**config.mk**
```make
export PLATFORM = sky130hd
export DESIGN_NAME = fetch_unit
export DESIGN_NICKNAME = d
export VERILOG_FILES = /design/src/rtl/fetch_unit_pkg.sv /design/src/rtl/fetch_unit_if_id_reg.sv /design/src/rtl/fetch_unit.sv
export SDC_FILE = /design/constraint.sdc
export NUM_CORES = 1
export LEC_CHECK = 0
export CORE_MARGIN = 3
export CORE_UTILIZATION = 55
export DETAILED_ROUTE_END_ITERATION = 6
export HOLD_SLACK_MARGIN = 0.02
export PLACE_DENSITY = 0.83
export SLEW_MARGIN = 10
export SYNTH_ARGS = -nofsm -noshare
export SYNTH_HDL_FRONTEND = slang
export SYNTH_SLANG_ARGS = --single-unit
export TNS_END_PERCENT = 20
```
**constraint.sdc**
```tcl
create_clock -name clock -period 2.5 [get_ports clock]
set_input_delay 0.5 -clock clock [delete_from_list [all_inputs] [get_ports clock]]
set_output_delay 0.5 -clock clock [all_outputs]
set_load 0.02 [all_outputs]
```
**src/rtl/fetch_unit_pkg.sv**
```systemverilog
// rtl/fetch_unit_pkg.sv - shared fetch-stage types and the pipeline NOP encoding
package fetch_unit_pkg;

    localparam int PC_W_DEF   = 8;
    localparam int INST_W_DEF = 8;

    // Decode and the hazard unit insert this same encoding for bubbles.
    localparam logic [INST_W_DEF-1:0] NOP_INST = 8'h00;

    typedef enum logic [1:0] {
        S_REQ  = 2'd0,
        S_HOLD = 2'd1,
        S_DROP = 2'd2
    } fetch_state_t;

endpackage

```
**src/rtl/fetch_unit_if_id_reg.sv**
```systemverilog
// rtl/fetch_unit_if_id_reg.sv - IF/ID output register with a one-entry skid buffer
import fetch_unit_pkg::*;

module if_id_reg #(
    parameter int                 PC_W   = PC_W_DEF,
    parameter int                 INST_W = INST_W_DEF,
    parameter logic [INST_W-1:0]  NOP    = NOP_INST
) (
    input  logic              clock,
    input  logic              reset,
    input  logic              load,
    input  logic              skid_push,
    input  logic              skid_pop,
    input  logic              flush,
    input  logic [INST_W-1:0] in_inst,
    input  logic [PC_W-1:0]   in_pc,
    output logic [INST_W-1:0] inst,
    output logic [PC_W-1:0]   pc_calc,
    output logic              inst_valid
);

    logic [INST_W-1:0] skid_inst;
    logic [PC_W-1:0]   skid_pc;
    logic              skid_valid;

    // Flush wins over everything so a redirect also throws away a parked instruction.
    always_ff @(posedge clock) begin
        if (reset) begin
            inst       <= NOP;
            pc_calc    <= '0;
            inst_valid <= 1'b0;
            skid_inst  <= NOP;
            skid_pc    <= '0;
            skid_valid <= 1'b0;
        end else if (flush) begin
            inst       <= NOP;
            inst_valid <= 1'b0;
            skid_valid <= 1'b0;
        end else if (skid_pop) begin
            inst       <= skid_inst;
            pc_calc    <= skid_pc;
            inst_valid <= 1'b1;
            skid_valid <= 1'b0;
        end else if (load) begin
            inst       <= in_inst;
            pc_calc    <= in_pc;
            inst_valid <= 1'b1;
        end else if (skid_push) begin
            skid_inst  <= in_inst;
            skid_pc    <= in_pc;
            skid_valid <= 1'b1;
        end
    end

endmodule

```
**src/rtl/fetch_unit.sv**
```systemverilog
// rtl/fetch_unit.sv - instruction fetch front end: PC, imem handshake and IF/ID feed
import fetch_unit_pkg::*;

module fetch_unit #(
    parameter int                PC_W     = PC_W_DEF,
    parameter int                INST_W   = INST_W_DEF,
    parameter logic [PC_W-1:0]   RESET_PC = '0,
    parameter logic [INST_W-1:0] NOP      = NOP_INST
) (
    input  logic              clock,
    input  logic              reset,
    input  logic              stall,
    input  logic              redirect_valid,
    input  logic [PC_W-1:0]   redirect_pc,
    output logic              imem_req,
    output logic [PC_W-1:0]   imem_addr,
    input  logic              imem_ack,
    input  logic [INST_W-1:0] imem_data,
    output logic [INST_W-1:0] inst,
    output logic [PC_W-1:0]   pc_calc,
    output logic              inst_valid
);

    localparam logic [PC_W-1:0] PC_ONE = 1;

    fetch_state_t    state;
    logic [PC_W-1:0] pc;
    logic [PC_W-1:0] drop_addr;
    logic [PC_W-1:0] pc_inc;
    logic            xfer;
    logic            load;
    logic            skid_push;
    logic            skid_pop;
    logic            flush;

    assign pc_inc    = pc + PC_ONE;
    assign imem_req  = !reset && (state != S_HOLD);
    assign imem_addr = (state == S_DROP) ? drop_addr : pc;
    assign xfer      = imem_req && imem_ack;

    // A missed fetch with decode ready becomes a bubble, so it shares the flush path.
    assign flush     = redirect_valid || (state == S_REQ && !xfer && !stall);
    assign load      = !redirect_valid && state == S_REQ && xfer && !stall;
    assign skid_push = !redirect_valid && state == S_REQ && xfer && stall;
    assign skid_pop  = !redirect_valid && state == S_HOLD && !stall;

    always_ff @(posedge clock) begin
        if (reset) begin
            state     <= S_REQ;
            pc        <= RESET_PC;
            drop_addr <= RESET_PC;
        end else if (redirect_valid) begin
            pc <= redirect_pc;
            case (state)
                S_REQ: begin
                    // An unacked request cannot be retracted; remember it so its data is eaten.
                    if (!xfer) begin
                        drop_addr <= pc;
                        state     <= S_DROP;
                    end
                end
                S_HOLD:  state <= S_REQ;
                S_DROP:  if (xfer) state <= S_REQ;
                default: state <= S_REQ;
            endcase
        end else begin
            case (state)
                S_REQ: begin
                    if (xfer) begin
                        pc <= pc_inc;
                        if (stall) state <= S_HOLD;
                    end
                end
                S_HOLD:  if (!stall) state <= S_REQ;
                S_DROP:  if (xfer) state <= S_REQ;
                default: state <= S_REQ;
            endcase
        end
    end

    if_id_reg #(
        .PC_W   (PC_W),
        .INST_W (INST_W),
        .NOP    (NOP)
    ) u_if_id_reg (
        .clock      (clock),
        .reset      (reset),
        .load       (load),
        .skid_push  (skid_push),
        .skid_pop   (skid_pop),
        .flush      (flush),
        .in_inst    (imem_data),
        .in_pc      (pc_inc),
        .inst       (inst),
        .pc_calc    (pc_calc),
        .inst_valid (inst_valid)
    );

endmodule

```
* Word level (Yosys, flattened, before mapping)
Cells that the tools add are included.
** Word-level totals
- Register bits :: 51
- Bits of input ports :: 21
- Output and inout bits :: 26
- Word-level logic and storage cells :: 63
** Operators by class
- $add $sub $neg :: 1
- Equal/unequal tests :: 7
- Mux-type cells :: 18
- Bitwise logic cells :: 4
- Reduce and logical (&&, ||, !) cells :: 25
** Operator list (count)
- 8-bit two-way mux :: 8
- 2-bit two-way mux :: 6
- 3-bit inequality test, second input constant :: 4
- 1-bit logical AND :: 10
- 8-bit by 1-bit adder with 8-bit output, second input constant :: 1
- 4-bit AND reduction :: 2
- 2-bit case mux with 3 select lines :: 1
- 2-bit nonzero test :: 3
- 1-bit zero test :: 4
- 1-bit NOT :: 4
- 2-bit case mux with 2 select lines :: 1
- 2-bit AND reduction :: 2
- 3-bit AND reduction :: 1
- 2-bit by 1-bit == test with 1-bit output, second input constant :: 1
- 2-bit == test, second input constant :: 1
- 2-bit zero test :: 1
- 1-bit two-way mux :: 2
- 2-bit by 1-bit inequality test with 1-bit output, second input constant :: 1
- 2-bit OR reduction :: 1
- 1-bit logical OR :: 1

* Logic depth before layout (Yosys ltp)
- Depth in word-level cells :: 9
- Gate-level depth with buffers :: 6
- Gate-level depth less buffers :: 5

* By module
From an unflattened synthesis, not the netlist that was laid out.
** Second synthesis, totals
- Cells, all modules :: 291
- Area total of the unflattened synthesis :: 2494.9 um^2
** Modules (own cells, without submodules)
- if_id_reg :: instances 1, cells each 156, area an instance 1376.3 um^2, sequential area each 660.6 um^2
- fetch_unit :: instances 1, cells each 135, area an instance 1118.6 um^2, sequential area each 360.3 um^2

* Worst setup path before layout
Ideal clock, no wire load.
- Path kind :: register to output
- Start point :: register state[0]
- End point :: output imem_addr[0]
- Arrival time :: 1.318 ns
- Data required time :: 2.000 ns
- Setup slack :: 0.682 ns
- Cell stages (with the launch flop) :: 5
- Path buffers :: 2
- Cell sequence :: dfxtp_1 -> buf_2 -> nand2b_1 -> clkbuf_1 -> mux2_2
** Between the ends
- Longest elaborated chain between the ends :: 2
** Ends and longest elaborated chain
- start, declared :: line fetch_unit.sv:26 : fetch_state_t state;
- start signal, assigned :: line fetch_unit.sv:49 : state <= S_REQ;
- start signal, assigned :: line fetch_unit.sv:59 : state <= S_DROP;
- start signal, assigned :: line fetch_unit.sv:62 : S_HOLD: state <= S_REQ;
- 2-bit == test :: line fetch_unit.sv:38 : assign imem_addr = (state == S_DROP) ? drop_addr : pc;
- 8-bit two-way mux :: line fetch_unit.sv:38
- end, declared :: line fetch_unit.sv:16 : output logic [PC_W-1:0] imem_addr,
No other way between the ends.

* Final worst setup path
- Start point :: register state[0]
- End point :: output imem_addr[4]
The elaborated chain is that of the path after synthesis.

==> results.toml <==
[power_and_ir_drop]
power.switching_mw = 0.434
irDropWorstVdd_v = 0.000479
share_clk_of_total_power = 0.346
leakage_power_figure_nw = 1.10
combPwrFrac = 0.146
power.share.switching = 0.255
cellPowerDensity_nw_per_um2 = 563
seq_power_share = 0.508
p_int_mw = 1.27
power.total_mw = 1.70

[sta]
final_critical_path_setup_slack_ps = 196
totalNegativeSetupSlack_ps = 0
grt_setup_unrepaired = "no"
worst-slew-pin-transition_ps = 608
finalSetupViolCount = 0
fin_crit_ps = 2300
fin_hold_ws_ps = 456
fin_crit_sh = 0.922
achievable-frequency_mhz = 434
finalHoldViolCount = 0
maxSlewHeadroom = 0.592
skew_ps = 8.66
maxSlewViolCount = 0

[final_layout]
post_route_cells_drive_above_1_share = 0.120
post_layout_nonfiller_instances = 375
fillCellCount = 305
mostFrequentLayoutCells = "dfxtp_1, nand2_1, clkdlybuf4s50_1"
sequential_cell_area_um2 = 1020
count_of_inserted_antenna_diode_cells = 0
final_core_util = 0.744
num-nets-final = 346
syn_to_final_growth_pct = 28.3
most_common_library_cell_in_the_layout_ignoring_fill_and_taps = "dfxtp_1"
multi_input_gate_area_um2 = 1220
design_area_um2 = 3020

[grt]
grt_pass1_wl_um = 8670
grt_antenna_before_repair = 0
global_route.overflow_total = 0
grt_usage = 0.210
maximum_number_of_pins_on_one_net_before_global_route_repair = 30
grt_pass1_vias = 1957

[yosys]
post_synth_instance_area_um2 = 2350
cell_variety_after_synth = 45
yosys_warnings = 0
synth_nets = 302
portion_of_the_post_synthesis_area_used_by_sequential_elements = 0.434
yosys_register_bits = 51
syn_area_per_cell_um2 = 8.40
synth-edff-count = 0
synth_ff_type = "dfxtp_1"
number_of_instances_in_the_synthesized_netlist = 280
async_flop_share = 0

[clock_tree]
max-clock-path-buffers = 2
cts.clk_slew.worst_paths_ps = 100
number_of_buffers_inserted_during_clock_tree_synthesis = 5
tritoncts = "yes"
post_cts_hold_buffer_count = 0
cts_sinks = 51
clk_latency_ps = 310
ctsHtreeMaxLevel = 2
post_cts_buffers = 0
clock-root-buffer = "clkbuf_8"
cts_repair_resized_insts = 0

[drt]
num_vias = 2103
viasPerCell = 5.61
totalWireLength_um = 5210
drt-initial-drc-count = 124
postRouteAntennaNets = 0
drc_errors = 0
drt-pass1-iter-count = 4
wire_per_inst_um = 13.9

[die]
chipWidth_um = 71.4
initial_core_util = 0.580
rows = 23
die_h_um = 71.4
io_pins = 47
core_region_area_um2 = 4060
dieArea_um2 = 5100

[min_path]
min_delay_path_depth = 2
worst_hold_path_type = "reg -> reg"

[critical_path]
setup.worst_path.start_class = "register"
cp_required_ps = 2000
slowest_delay_ps = 540
cp.arrival_ps = 1800
timing.critical_path.slowest_stage_cell = "clkdlybuf4s50_1"
reg2reg_depth = 5
path_max_fanout = 8
rrSetupSlack_ps = 650
wp_depth = 3
worst-path-buf-inv = 1
crit_chain = "nand2b_2, mux2_2, clkdlybuf4s50_1"
setup.worst_path.class = "reg -> out"
crit_path_end_kind = "output pin"
critical-path-top-delay-family = "buffers and inverters"

[job]
drv.max_cap_violation_count = 0

[placed_design]
dp_cells = 367
place_ws_ps = 139
placedInstanceArea_um2 = 2900
port_buffers = 46
place.gp.congestion = 0.791
detailed_place_hpwl_um = 3690

[outcome]
status = "completed"
[power by group through the flow]
stage / Clock (mW) / Combinational (mW) / Sequential [mW]
CTS: 0.600 / 0.248 / 0.863
finish: 0.588 / 0.248 / 0.864
global placement: 0 / 0.243 / 0.881
global route: 0.629 / 0.269 / 0.868
detailed placement: 0 / 0.245 / 0.882
floorplan: 0 / 0.148 / 0.876
[worst register-to-register path, stage by stage (launching register included)]
cell and delay [ps]:
dfxtp_1 330, buf_4 170, or4b_1 740, nor2_1 200
nor3_1 90, a22o_1 230
[path summary, 6_finish.rpt]
kind | endpoint | startpoint
setup reg to reg | u_if_id_reg.pc_calc[5]$_SDFFE_PP0P_ | state[1]$_SDFFE_PP0P_
hold / removal | u_if_id_reg.pc_calc[2]$_SDFFE_PP0P_ | u_if_id_reg.pc_calc[2]$_SDFFE_PP0P_
setup / recovery | imem_addr[4] | state[0]$_SDFFE_PP0P_
hold reg to reg | u_if_id_reg.pc_calc[2]$_SDFFE_PP0P_ | u_if_id_reg.pc_calc[2]$_SDFFE_PP0P_
[logic make-up after synthesis]
| logic type | share of synthesized area |
|---|---|
| XOR/XNOR | 0.0372 |
| adder cells (fa/ha/maj) | 0.00532 |
| flip-flops | 0.434 |
| buffers and inverters | 0.0521 |
| AO/OA/AOI/OAI | 0.155 |
| AND/OR/NAND/NOR | 0.239 |
| multiplexers | 0.0766 |
[layout make-up]
cell class | instances | area share
Clock inverter | 3 | 0.0158
Multi-Input combinational cell | 202 | 0.403
Clock buffer | 5 | 0.0228
Sequential cell | 51 | 0.338
Inverter | 2 | 0.00249
Timing Repair Buffer | 62 | 0.197
Tap cell | 50 | 0.0207
[registers in the layout, indices dropped and copies added, names as in the netlist]
register	cells
u_if_id_reg.inst	8
pc	8
state	2
u_if_id_reg.pc_calc	8
u_if_id_reg.skid_inst	8
u_if_id_reg.inst_valid	1
u_if_id_reg.skid_pc	8
drop_addr	8
[synthesized netlist by cell type (2+ instances only)]
library cell	n	area share
a311oi_1	12	0.045
o21ai_0	6	0.013
mux2_2	8	0.038
buf_1	3	0.0048
a22o_1	2	0.0074
mux2i_1	9	0.038
buf_2	4	0.0085
nor3_1	5	0.011
dfxtp_1	51	0.43
a21oi_1	14	0.030
nand4_1	2	0.0053
o211ai_1	2	0.0064
nor3_2	2	0.0085
nand2_1	46	0.073
clkbuf_1	15	0.024
a22oi_1	2	0.0064
nand3_1	10	0.021
a211oi_1	9	0.029
or3_1	3	0.0080
nor2_1	41	0.065
buf_6	2	0.0096
xor2_1	4	0.015
xnor2_1	6	0.022
[routing by layer]
metal,track usage,vias to the layer above,wire (um)
met5,0,-,0
met4,0.0647,0,38
met3,0.0547,4,309
met2,0.350,60,2490
met1,0.267,979,2360
li1,-,1060,-
(Power assumes the default switching activity.)
